==> config.mk <==
export PLATFORM = sky130hd
export DESIGN_NAME = multicycle_ctrl
export DESIGN_NICKNAME = d
export VERILOG_FILES = /design/src/rtl/mips_pkg.sv /design/src/rtl/alu_decoder.sv /design/src/rtl/multicycle_ctrl.sv
export SDC_FILE = /design/constraint.sdc
export NUM_CORES = 1
export LEC_CHECK = 0
export ABC_AREA = 1
export ABC_CLOCK_PERIOD_IN_PS = 1350
export CAP_MARGIN = 40
export CORE_MARGIN = 5
export CORE_UTILIZATION = 35
export DETAILED_ROUTE_END_ITERATION = 10
export PLACE_DENSITY_LB_ADDON = 0.2
export SYNTH_ARGS = -nofsm -noshare
export SYNTH_HDL_FRONTEND = slang
export SYNTH_SLANG_ARGS = --single-unit
==> constraint.sdc <==
create_clock -name clk -period 1.35 [get_ports clk]
set_input_delay 0.27 -clock clk [delete_from_list [all_inputs] [get_ports clk]]
set_output_delay 0.27 -clock clk [all_outputs]
set_load 0.02 [all_outputs]
==> src/rtl/mips_pkg.sv <==
// Shared constants for the multi-cycle MIPS control path: opcodes, functs,
// ALU codes, datapath select codes and controller state codes.
package mips_pkg;

    localparam logic [5:0] OP_RTYPE = 6'b000000;
    localparam logic [5:0] OP_J     = 6'b000010;
    localparam logic [5:0] OP_JAL   = 6'b000011;
    localparam logic [5:0] OP_BEQ   = 6'b000100;
    localparam logic [5:0] OP_BNE   = 6'b000101;
    localparam logic [5:0] OP_ADDI  = 6'b001000;
    localparam logic [5:0] OP_SLTI  = 6'b001010;
    localparam logic [5:0] OP_ANDI  = 6'b001100;
    localparam logic [5:0] OP_ORI   = 6'b001101;
    localparam logic [5:0] OP_LW    = 6'b100011;
    localparam logic [5:0] OP_SW    = 6'b101011;

    localparam logic [5:0] FN_ADD = 6'b100000;
    localparam logic [5:0] FN_SUB = 6'b100010;
    localparam logic [5:0] FN_AND = 6'b100100;
    localparam logic [5:0] FN_OR  = 6'b100101;
    localparam logic [5:0] FN_SLT = 6'b101010;

    localparam logic [3:0] ALU_AND = 4'b0000;
    localparam logic [3:0] ALU_OR  = 4'b0001;
    localparam logic [3:0] ALU_ADD = 4'b0010;
    localparam logic [3:0] ALU_SUB = 4'b0110;
    localparam logic [3:0] ALU_SLT = 4'b0111;

    localparam logic [1:0] PC_SRC_ALU    = 2'b00;
    localparam logic [1:0] PC_SRC_ALUREG = 2'b01;
    localparam logic [1:0] PC_SRC_JUMP   = 2'b10;

    localparam logic [1:0] REG_DST_RT = 2'b00;
    localparam logic [1:0] REG_DST_RD = 2'b01;
    localparam logic [1:0] REG_DST_RA = 2'b10;

    localparam logic [1:0] M2R_ALUREG = 2'b00;
    localparam logic [1:0] M2R_MDR    = 2'b01;
    localparam logic [1:0] M2R_PC     = 2'b10;

    localparam logic [1:0] SRC_B_REG    = 2'b00;
    localparam logic [1:0] SRC_B_FOUR   = 2'b01;
    localparam logic [1:0] SRC_B_IMM    = 2'b10;
    localparam logic [1:0] SRC_B_BRANCH = 2'b11;

    localparam logic [3:0] S_INIT     = 4'd0;
    localparam logic [3:0] S_FETCH    = 4'd1;
    localparam logic [3:0] S_DECODE   = 4'd2;
    localparam logic [3:0] S_MEM_ADDR = 4'd3;
    localparam logic [3:0] S_MEM_RD   = 4'd4;
    localparam logic [3:0] S_WB_LW    = 4'd5;
    localparam logic [3:0] S_MEM_WR   = 4'd6;
    localparam logic [3:0] S_EXE_R    = 4'd7;
    localparam logic [3:0] S_WB_R     = 4'd8;
    localparam logic [3:0] S_EXE_I    = 4'd9;
    localparam logic [3:0] S_WB_I     = 4'd10;
    localparam logic [3:0] S_BRANCH   = 4'd11;
    localparam logic [3:0] S_JUMP     = 4'd12;
    localparam logic [3:0] S_JAL      = 4'd13;
    localparam logic [3:0] S_HALT     = 4'd15;

    // What the ALU is being used for in the current state.
    typedef enum logic [2:0] {
        ALU_CLS_NONE,
        ALU_CLS_ADD,
        ALU_CLS_SUB,
        ALU_CLS_RTYPE,
        ALU_CLS_ITYPE
    } alu_class_e;

endpackage

==> src/rtl/alu_decoder.sv <==
// Maps the controller's ALU usage class plus opcode/funct to the ALU
// operation code, the immediate-extension mode and a funct legality flag.
module alu_decoder
    import mips_pkg::*;
(
    input  alu_class_e  alu_class_i,
    input  logic [5:0]  opcode_i,
    input  logic [5:0]  funct_i,
    output logic [3:0]  alu_ctrl_o,
    output logic        imm_zext_o,
    output logic        funct_valid_o
);

    always_comb begin
        // NOTE: every output gets a default before the case so that no path
        // leaves a signal unassigned, which would infer a latch.
        alu_ctrl_o    = ALU_AND;
        imm_zext_o    = 1'b0;
        funct_valid_o = 1'b1;
        case (alu_class_i)
            ALU_CLS_ADD: alu_ctrl_o = ALU_ADD;
            ALU_CLS_SUB: alu_ctrl_o = ALU_SUB;
            ALU_CLS_RTYPE: begin
                case (funct_i)
                    FN_ADD:  alu_ctrl_o = ALU_ADD;
                    FN_SUB:  alu_ctrl_o = ALU_SUB;
                    FN_AND:  alu_ctrl_o = ALU_AND;
                    FN_OR:   alu_ctrl_o = ALU_OR;
                    FN_SLT:  alu_ctrl_o = ALU_SLT;
                    default: funct_valid_o = 1'b0;
                endcase
            end
            ALU_CLS_ITYPE: begin
                case (opcode_i)
                    OP_ADDI: alu_ctrl_o = ALU_ADD;
                    OP_SLTI: alu_ctrl_o = ALU_SLT;
                    OP_ANDI: begin
                        alu_ctrl_o = ALU_AND;
                        imm_zext_o = 1'b1;
                    end
                    OP_ORI: begin
                        alu_ctrl_o = ALU_OR;
                        imm_zext_o = 1'b1;
                    end
                    default: alu_ctrl_o = ALU_AND;
                endcase
            end
            default: alu_ctrl_o = ALU_AND;
        endcase
    end

endmodule

==> src/rtl/multicycle_ctrl.sv <==
// Main control FSM of the multi-cycle MIPS core: sequences fetch, decode,
// execute, memory and write-back and drives every datapath enable and select.
module multicycle_ctrl
    import mips_pkg::*;
(
    input  logic        clk,
    input  logic        rst,
    input  logic [5:0]  opcode,
    input  logic [5:0]  funct,
    input  logic        zero,
    input  logic        mem_ready,
    output logic        pc_we,
    output logic [1:0]  pc_src,
    output logic        iord,
    output logic        mem_req,
    output logic        mem_we,
    output logic        ir_we,
    output logic        reg_we,
    output logic [1:0]  reg_dst,
    output logic [1:0]  mem_to_reg,
    output logic        alu_src_a,
    output logic [1:0]  alu_src_b,
    output logic        imm_zext,
    output logic [3:0]  alu_ctrl,
    output logic        retire,
    output logic        halt,
    output logic [3:0]  state
);

    logic [3:0]  state_q, state_d;
    alu_class_e  alu_class;
    logic        funct_valid;

    alu_decoder u_alu_decoder (
        .alu_class_i   (alu_class),
        .opcode_i      (opcode),
        .funct_i       (funct),
        .alu_ctrl_o    (alu_ctrl),
        .imm_zext_o    (imm_zext),
        .funct_valid_o (funct_valid)
    );

    // NOTE: state registers use non-blocking assignment so every flop samples
    // the pre-edge value, independent of block evaluation order.
    always_ff @(posedge clk or posedge rst) begin
        if (rst) begin
            state_q <= S_INIT;
        end else begin
            state_q <= state_d;
        end
    end

    assign state = state_q;

    always_comb begin
        state_d    = state_q;
        pc_we      = 1'b0;
        pc_src     = PC_SRC_ALU;
        iord       = 1'b0;
        mem_req    = 1'b0;
        mem_we     = 1'b0;
        ir_we      = 1'b0;
        reg_we     = 1'b0;
        reg_dst    = REG_DST_RT;
        mem_to_reg = M2R_ALUREG;
        alu_src_a  = 1'b0;
        alu_src_b  = SRC_B_REG;
        retire     = 1'b0;
        halt       = 1'b0;
        alu_class  = ALU_CLS_NONE;

        case (state_q)
            S_FETCH: begin
                mem_req   = 1'b1;
                alu_src_b = SRC_B_FOUR;
                alu_class = ALU_CLS_ADD;
                ir_we     = mem_ready;
                pc_we     = mem_ready;
                if (mem_ready) state_d = S_DECODE;
            end
            S_DECODE: begin
                // PC + (imm << 2) lands in alu_reg for a possible branch.
                alu_src_b = SRC_B_BRANCH;
                alu_class = ALU_CLS_ADD;
                case (opcode)
                    OP_LW, OP_SW:                     state_d = S_MEM_ADDR;
                    OP_RTYPE:                         state_d = S_EXE_R;
                    OP_ADDI, OP_ANDI, OP_ORI, OP_SLTI: state_d = S_EXE_I;
                    OP_BEQ, OP_BNE:                   state_d = S_BRANCH;
                    OP_J:                             state_d = S_JUMP;
                    OP_JAL:                           state_d = S_JAL;
                    default:                          state_d = S_HALT;
                endcase
            end
            S_MEM_ADDR: begin
                alu_src_a = 1'b1;
                alu_src_b = SRC_B_IMM;
                alu_class = ALU_CLS_ADD;
                state_d   = (opcode == OP_LW) ? S_MEM_RD : S_MEM_WR;
            end
            S_MEM_RD: begin
                mem_req = 1'b1;
                iord    = 1'b1;
                if (mem_ready) state_d = S_WB_LW;
            end
            S_WB_LW: begin
                reg_we     = 1'b1;
                reg_dst    = REG_DST_RT;
                mem_to_reg = M2R_MDR;
                retire     = 1'b1;
                state_d    = S_FETCH;
            end
            S_MEM_WR: begin
                mem_req = 1'b1;
                mem_we  = 1'b1;
                iord    = 1'b1;
                if (mem_ready) begin
                    retire  = 1'b1;
                    state_d = S_FETCH;
                end
            end
            S_EXE_R: begin
                alu_src_a = 1'b1;
                alu_src_b = SRC_B_REG;
                alu_class = ALU_CLS_RTYPE;
                state_d   = funct_valid ? S_WB_R : S_HALT;
            end
            S_WB_R: begin
                reg_we     = 1'b1;
                reg_dst    = REG_DST_RD;
                mem_to_reg = M2R_ALUREG;
                retire     = 1'b1;
                state_d    = S_FETCH;
            end
            S_EXE_I: begin
                alu_src_a = 1'b1;
                alu_src_b = SRC_B_IMM;
                alu_class = ALU_CLS_ITYPE;
                state_d   = S_WB_I;
            end
            S_WB_I: begin
                reg_we     = 1'b1;
                reg_dst    = REG_DST_RT;
                mem_to_reg = M2R_ALUREG;
                retire     = 1'b1;
                state_d    = S_FETCH;
            end
            S_BRANCH: begin
                alu_src_a = 1'b1;
                alu_src_b = SRC_B_REG;
                alu_class = ALU_CLS_SUB;
                pc_src    = PC_SRC_ALUREG;
                pc_we     = (opcode == OP_BNE) ? !zero : zero;
                retire    = 1'b1;
                state_d   = S_FETCH;
            end
            S_JUMP: begin
                pc_src  = PC_SRC_JUMP;
                pc_we   = 1'b1;
                retire  = 1'b1;
                state_d = S_FETCH;
            end
            S_JAL: begin
                // The register file captures PC (already PC+4) as the PC loads.
                pc_src     = PC_SRC_JUMP;
                pc_we      = 1'b1;
                reg_we     = 1'b1;
                reg_dst    = REG_DST_RA;
                mem_to_reg = M2R_PC;
                retire     = 1'b1;
                state_d    = S_FETCH;
            end
            S_HALT: begin
                halt = 1'b1;
            end
            default: begin
                state_d = S_FETCH;
            end
        endcase
    end

endmodule

==> impl_metrics.csv, run 1 <==
group,metric,value,unit
synth,synth-main-ff-cell,"dfrtp_1",
synth,ys_types,24,
clock_tree,numCtsBuffers,3,
synth,yosysMostFrequentCell,"nand2_1",
final_layout,diodes,0,
critical_path,crit_arrival,1560,ps
timing,setup_viol,25,
global_routing,grt_antenna_before_repair,0,
final_layout,fillers,134,
placement,gp_congestion,0.882,
power,power,3.68,mW
synth,synth_common_cells,"31 x nand2_1, 27 x nor2_1, 25 x inv_1",
clock_tree,clk_pin_slew_worst_paths,50,ps
synth,ys_warn_count,0,
placement,placed_area,0.00155,mm2
detailed_routing,drt-initial-drc-count,66,
critical_path,critical_path_class,"reg2out",
run_status,outcome,"complete, but fails checks",
clock_tree,clock_latency,250,ps
clock_tree,hold_buffers,0,
critical_path,critPathMaxStageDelay,370,ps
clock_tree,cts_max_level,1,
synth,yosys.area.top_type_share,15.2,%
floorplan,die_h,56.8,um
synth,yosysTopAreaCell,"nand2_1",
global_routing,grt_max_degree,6,
power,power_leakage,0.955,nW
final_layout,largest_register_ffs,4,
floorplan,start_util,35.6,%
placement,dp.cells,257,
floorplan,dieArea,0.00322,mm2
worst_hold_path,worst_hold_path_type,"in2async",
synth,synth.cell_area,766,um2
floorplan,die_x,56.8,um
critical_path,slowest_stage,"dfrtp_2",
clock_tree,cts.sinks,4,
timing,setup_ws,-479,ps
run_status,violations,"setup timing",
synth,yosys-top-cells-area,"nand2_1 15%, nor2_1 13%, dfrtp_1 13%",
critical_path,crit_chain,"inv_2 > nor2_4 > inv_2 > nor2_4 > inv_2 > a31oi_1 > o21ai_1 > nand3b_1 > buf_6",
final_layout,fin_area,0.00183,mm2
detailed_routing,finalWirelength,4190,um
detailed_routing,num_vias,1441,
timing,rsz0062_at_grt,"true",
power,power-per-cell-area,2010,mW/mm2
critical_path,cpMostUsedCell,"inv_2",
timing,skew,13.3,ps
synth,syn_avg_cell_area,5.21,um2
global_routing,grt_pass1_wl,5750,um
global_routing,grt_pass1_vias,1323,
timing,period_share,135,%
detailed_routing,first_pass_iters,4,
final_layout,stdcell_count,271,
critical_path,cp.required,1080,ps
final_layout,drive_gt1_share,59.3,%
detailed_routing,wl_per_cell,15.5,um
final_layout,utilization,85.2,%
floorplan,row_count,17,
clock_tree,cts_tree,"done",
detailed_routing,antenna_left,0,
critical_path,cp.buffers_inverters,4,
synth,synth-seq-area-share,13.1,%
clock_tree,clockBufferDepth,2,
power,ir_drop,1.41,mV
detailed_routing,drc_errors,0,
floorplan,ioPinCount,42,
floorplan,coreArea,0.00215,mm2
placement,dp_hpwl,2640,um
global_routing,grt_usage,22.0,%
timing,timing.final.hold_violations,0,
flow_run,drv_cap,0,
critical_path,cpLargestDelayFamily,"simple AND/OR/NAND/NOR gates",
synth,synth_cells,147,
timing,drv_slew,0,
synth,async_reset_ff_share,100,%
critical_path,cp_max_fo,3,
synth,synth_enable_flop_cells,0,
timing,max_freq,547,MHz
placement,place.port_buffers,40,
synth,ys_ff_latch,4,
critical_path,cp-start-kind,"flip-flop",
clock_tree,clockRootBuffer,"clkbuf_4",
critical_path,setup.worst_path.end_class,"output pin",
timing,min_period,1830,ps
synth,syn_nets,163,
final_layout,fin_nets,261,
final_layout,synthToLayoutAreaGrowth,139,%
timing,fin_setup_tns,-7300,ps
global_routing,grt_remaining_overflow,0,
detailed_routing,viasPerCell,5.32,
## cell type report
| type | instances | area, um2 | area share, % |
|---|---|---|---|
| Timing Repair Buffer | 95 | 822 | 44.9 |
| Multi-Input combinational cell | 110 | 723 | 39.5 |
| Inverter | 31 | 123 | 6.70 |
| Sequential cell | 4 | 105 | 5.74 |
| Tap cell | 28 | 35.0 | 1.91 |
| Clock buffer | 3 | 22.5 | 1.23 |
## worst paths after layout
kind | startpoint | to | slack, ps | cells after the start
max | state[3]$_DFFE_PP0P_ | pc_we | -480 | 9
min | rst | state[3]$_DFFE_PP0P_ | 210 | 2
max reg2reg | state[2]$_DFFE_PP0P_ | state[1]$_DFFE_PP0P_ | -290 | 13
min reg2reg | state[2]$_DFFE_PP0P_ | state[2]$_DFFE_PP0P_ | 680 | 3
max in group asynchronous | rst | state[0]$_DFFE_PP0P_ | 960 | 2
min in group clk | opcode[4] | state[3]$_DFFE_PP0P_ | 610 | 5
## power by group
group / internal [mW] / total [mW] / switching (mW)
clock network: 0.101 / 0.166 / 0.0657
logic: 1.49 / 3.23 / 1.74
registers: 0.192 / 0.283 / 0.0912
## logic make-up (layout without fill, tap and decap cells)
group | after synthesis | in the layout | share of synthesized area [%]
AOI/OAI and AO/OA | 12 | 12 | 9.32
buffers and inverters | 33 | 129 | 17.3
DFF | 4 | 4 | 13.1
other | 1 | 1 | 0.490
and+or+nand+nor | 97 | 97 | 59.8
## what timing repair did
item                                   4_1_cts  5_1_grt
setup buffers                                8        3
setup endpoints to repair                   29       27
pin swaps                                   11        7
gates resized for setup                    171       24
endpoints found under the hold margin        0        0
## cells in the final DEF (no fill, tap or decap), drive strengths merged
| master | count |
|---|---|
| a31o | 1 |
| nor2 | 33 |
| o221ai | 1 |
| clkbuf | 4 |
| nor3 | 3 |
| buf | 78 |
| clkdlybuf4s50 | 9 |
| clkinv | 1 |
| o21ai | 4 |
| nand2 | 37 |
| nand4 | 3 |
| nand3 | 18 |
| conb | 1 |
| a31oi | 1 |
| a21oi | 4 |
| nand3b | 2 |
| dlygate4sd2 | 6 |
| dfrtp | 4 |
| inv | 30 |
| o21bai | 1 |
| clkdlybuf4s15 | 1 |
| nor4 | 1 |
## routing by layer
layer / share of wire [%] / GRT usage, % / up-vias
li1: - / - / 656
met1: 36 / 23.3 / 677
met2: 54 / 43.7 / 90
met3: 7.1 / 3.45 / 18
met4: 3.2 / 6.29 / 0
met5: 0 / 0 / -
## through the flow
step           hold slack [ps]  setup WS [ps]
2_1_floorplan             36.1           -230
3_3_place_gp               457          -1020
3_5_place_dp               479          -1110
4_1_cts                    230           -426
5_1_grt                    255           -534
6_report                   207           -479
(Power assumes the default switching activity.)
==> inputs of run 2 (changes only) <==
SKIP_CTS_REPAIR_TIMING = 1   (was default)
SLEW_MARGIN = 25   (was default)
==> run 2 against run 1 <==
  * The flow still finishes with violations (setup timing)
  * Combinational power decreased by 3%
  * Worst setup slack better by 26 ps
  * Global-route usage decreased by 4.2 points
  * Register-to-register slack gained 20 ps
  * Total power down 2.8%
  * First-iteration DRC count down 6.1%
  * Core utilization grew 0.23 points
  * Final cell count shrank 1.5%
  * Critical path depth down 2
==> impl_metrics.csv, run 2 (same netlist as run 1, synthesis figures left out) <==
group,metric,value,unit
placement,dp.cells,257,
critical_path,cp.required,1080,ps
critical_path,critical_path_class,"reg2out",
critical_path,cpMostUsedCell,"nor2_2",
clock_tree,clockRootBuffer,"clkbuf_4",
power,power,3.58,mW
run_status,outcome,"complete, but fails checks",
detailed_routing,drc_errors,0,
timing,rsz0062_at_grt,"true",
critical_path,crit_chain,"nor2_2 > buf_4 > nand2_1 > nor2_2 > inv_1 > nand3b_1 > buf_6",
run_status,violations,"setup timing",
global_routing,grt_max_degree,9,
final_layout,diodes,0,
flow_run,drv_cap,0,
critical_path,reg2reg_slack,-270,ps
critical_path,cp-start-kind,"flip-flop",
global_routing,grt_remaining_overflow,0,
detailed_routing,antenna_left,0,
timing,period_share,134,%
detailed_routing,viasPerCell,4.98,
final_layout,fillers,114,
critical_path,setup.worst_path.end_class,"output pin",
final_layout,drive_gt1_share,57.7,%
power,ir_drop,1.56,mV
final_layout,final_cell_mix,"51 x buf_4, 25 x nand2_1, 20 x buf_6",
floorplan,coreArea,0.00215,mm2
timing,min_period,1800,ps
power,power_leakage,1.04,nW
final_layout,layout_commonest_cell,"buf_4",
timing,skew,8.75,ps
floorplan,start_util,35.6,%
timing,setup_ws,-453,ps
final_layout,seqCellArea,105,um2
detailed_routing,finalWirelength,3730,um
final_layout,fin_area,0.00184,mm2
clock_tree,cts_tree,"done",
detailed_routing,wl_per_cell,14.0,um
timing,max_freq,555,MHz
worst_hold_path,worst_hold_path_type,"in2async",
clock_tree,numCtsBuffers,3,
critical_path,critPathMaxStageDelay,450,ps
final_layout,fin_nets,257,
power,power-per-cell-area,1950,mW/mm2
clock_tree,clockBufferDepth,2,
critical_path,reg2reg_depth,13,
floorplan,row_count,17,
critical_path,slowest_stage,"dfrtp_2",
timing,drv_slew,0,
critical_path,cpLargestDelayFamily,"simple AND/OR/NAND/NOR gates",
clock_tree,cts_max_level,1,
placement,placed_area,0.00155,mm2
clock_tree,clk_pin_slew_worst_paths,40,ps
global_routing,grt_pass1_vias,1162,
clock_tree,clock_latency,240,ps
critical_path,cp_max_fo,4,
final_layout,synthToLayoutAreaGrowth,140,%
final_layout,utilization,85.4,%
placement,place.port_buffers,40,
final_layout,multi_input_area,724,um2
detailed_routing,first_pass_iters,4,
floorplan,dieArea,0.00322,mm2
detailed_routing,drt-initial-drc-count,62,
global_routing,grt_antenna_before_repair,0,
placement,gp_congestion,0.882,
placement,dp_hpwl,2640,um
clock_tree,cts.sinks,4,
global_routing,grt_pass1_wl,4710,um
detailed_routing,num_vias,1329,
timing,fin_setup_tns,-7040,ps
critical_path,cp_num_cells,7,
timing,timing.final.hold_violations,0,
floorplan,die_h,56.8,um
floorplan,ioPinCount,42,
final_layout,largest_register_ffs,4,
global_routing,grt_usage,17.8,%
timing,setup_viol,25,
critical_path,crit_arrival,1530,ps
critical_path,cp.buffers_inverters,3,
floorplan,die_x,56.8,um
final_layout,stdcell_count,267,
[run 2: worst paths after layout]
kind	from	endpoint
max	state[1]$_DFFE_PP0P_	pc_we
min	rst	state[3]$_DFFE_PP0P_
max reg2reg	state[2]$_DFFE_PP0P_	state[2]$_DFFE_PP0P_
min reg2reg	state[2]$_DFFE_PP0P_	state[2]$_DFFE_PP0P_
max in group asynchronous	rst	state[0]$_DFFE_PP0P_
min in group clk	opcode[4]	state[3]$_DFFE_PP0P_
[run 2: area by class of cell]
cell class                      instances  share of cell area, %
Timing Repair Buffer                   91                   45.1
Multi-Input combinational cell        110                   39.5
Inverter                               31                   6.54
Sequential cell                         4                   5.73
Tap cell                               28                   1.91
Clock buffer                            3                   1.23
[run 2: per-stage QoR]
stage                     worst slack (ps)  hold WS, ps
after floorplan                       -230         36.1
after global placement               -1020          457
after detailed placement             -1110          479
after CTS                            -1110          230
after global routing                  -541          262
final                                 -453          226
[run 2: layer usage]
| layer | GRT usage, % | vias to the layer above | routed length (um) |
|---|---|---|---|
| li1 | - | 643 | - |
| met1 | 19.8 | 625 | 1530 |
| met2 | 34.2 | 57 | 1980 |
| met3 | 3.22 | 4 | 201 |
| met4 | 4.64 | 0 | 12 |
| met5 | 0 | - | 0 |
[run 2: power breakdown]
part | internal [mW] | total [mW] | switching [mW]
clock | 0.100 | 0.157 | 0.0568
combinational | 1.49 | 3.14 | 1.65
sequential | 0.192 | 0.284 | 0.0927
total | 1.78 | 3.58 | 1.80
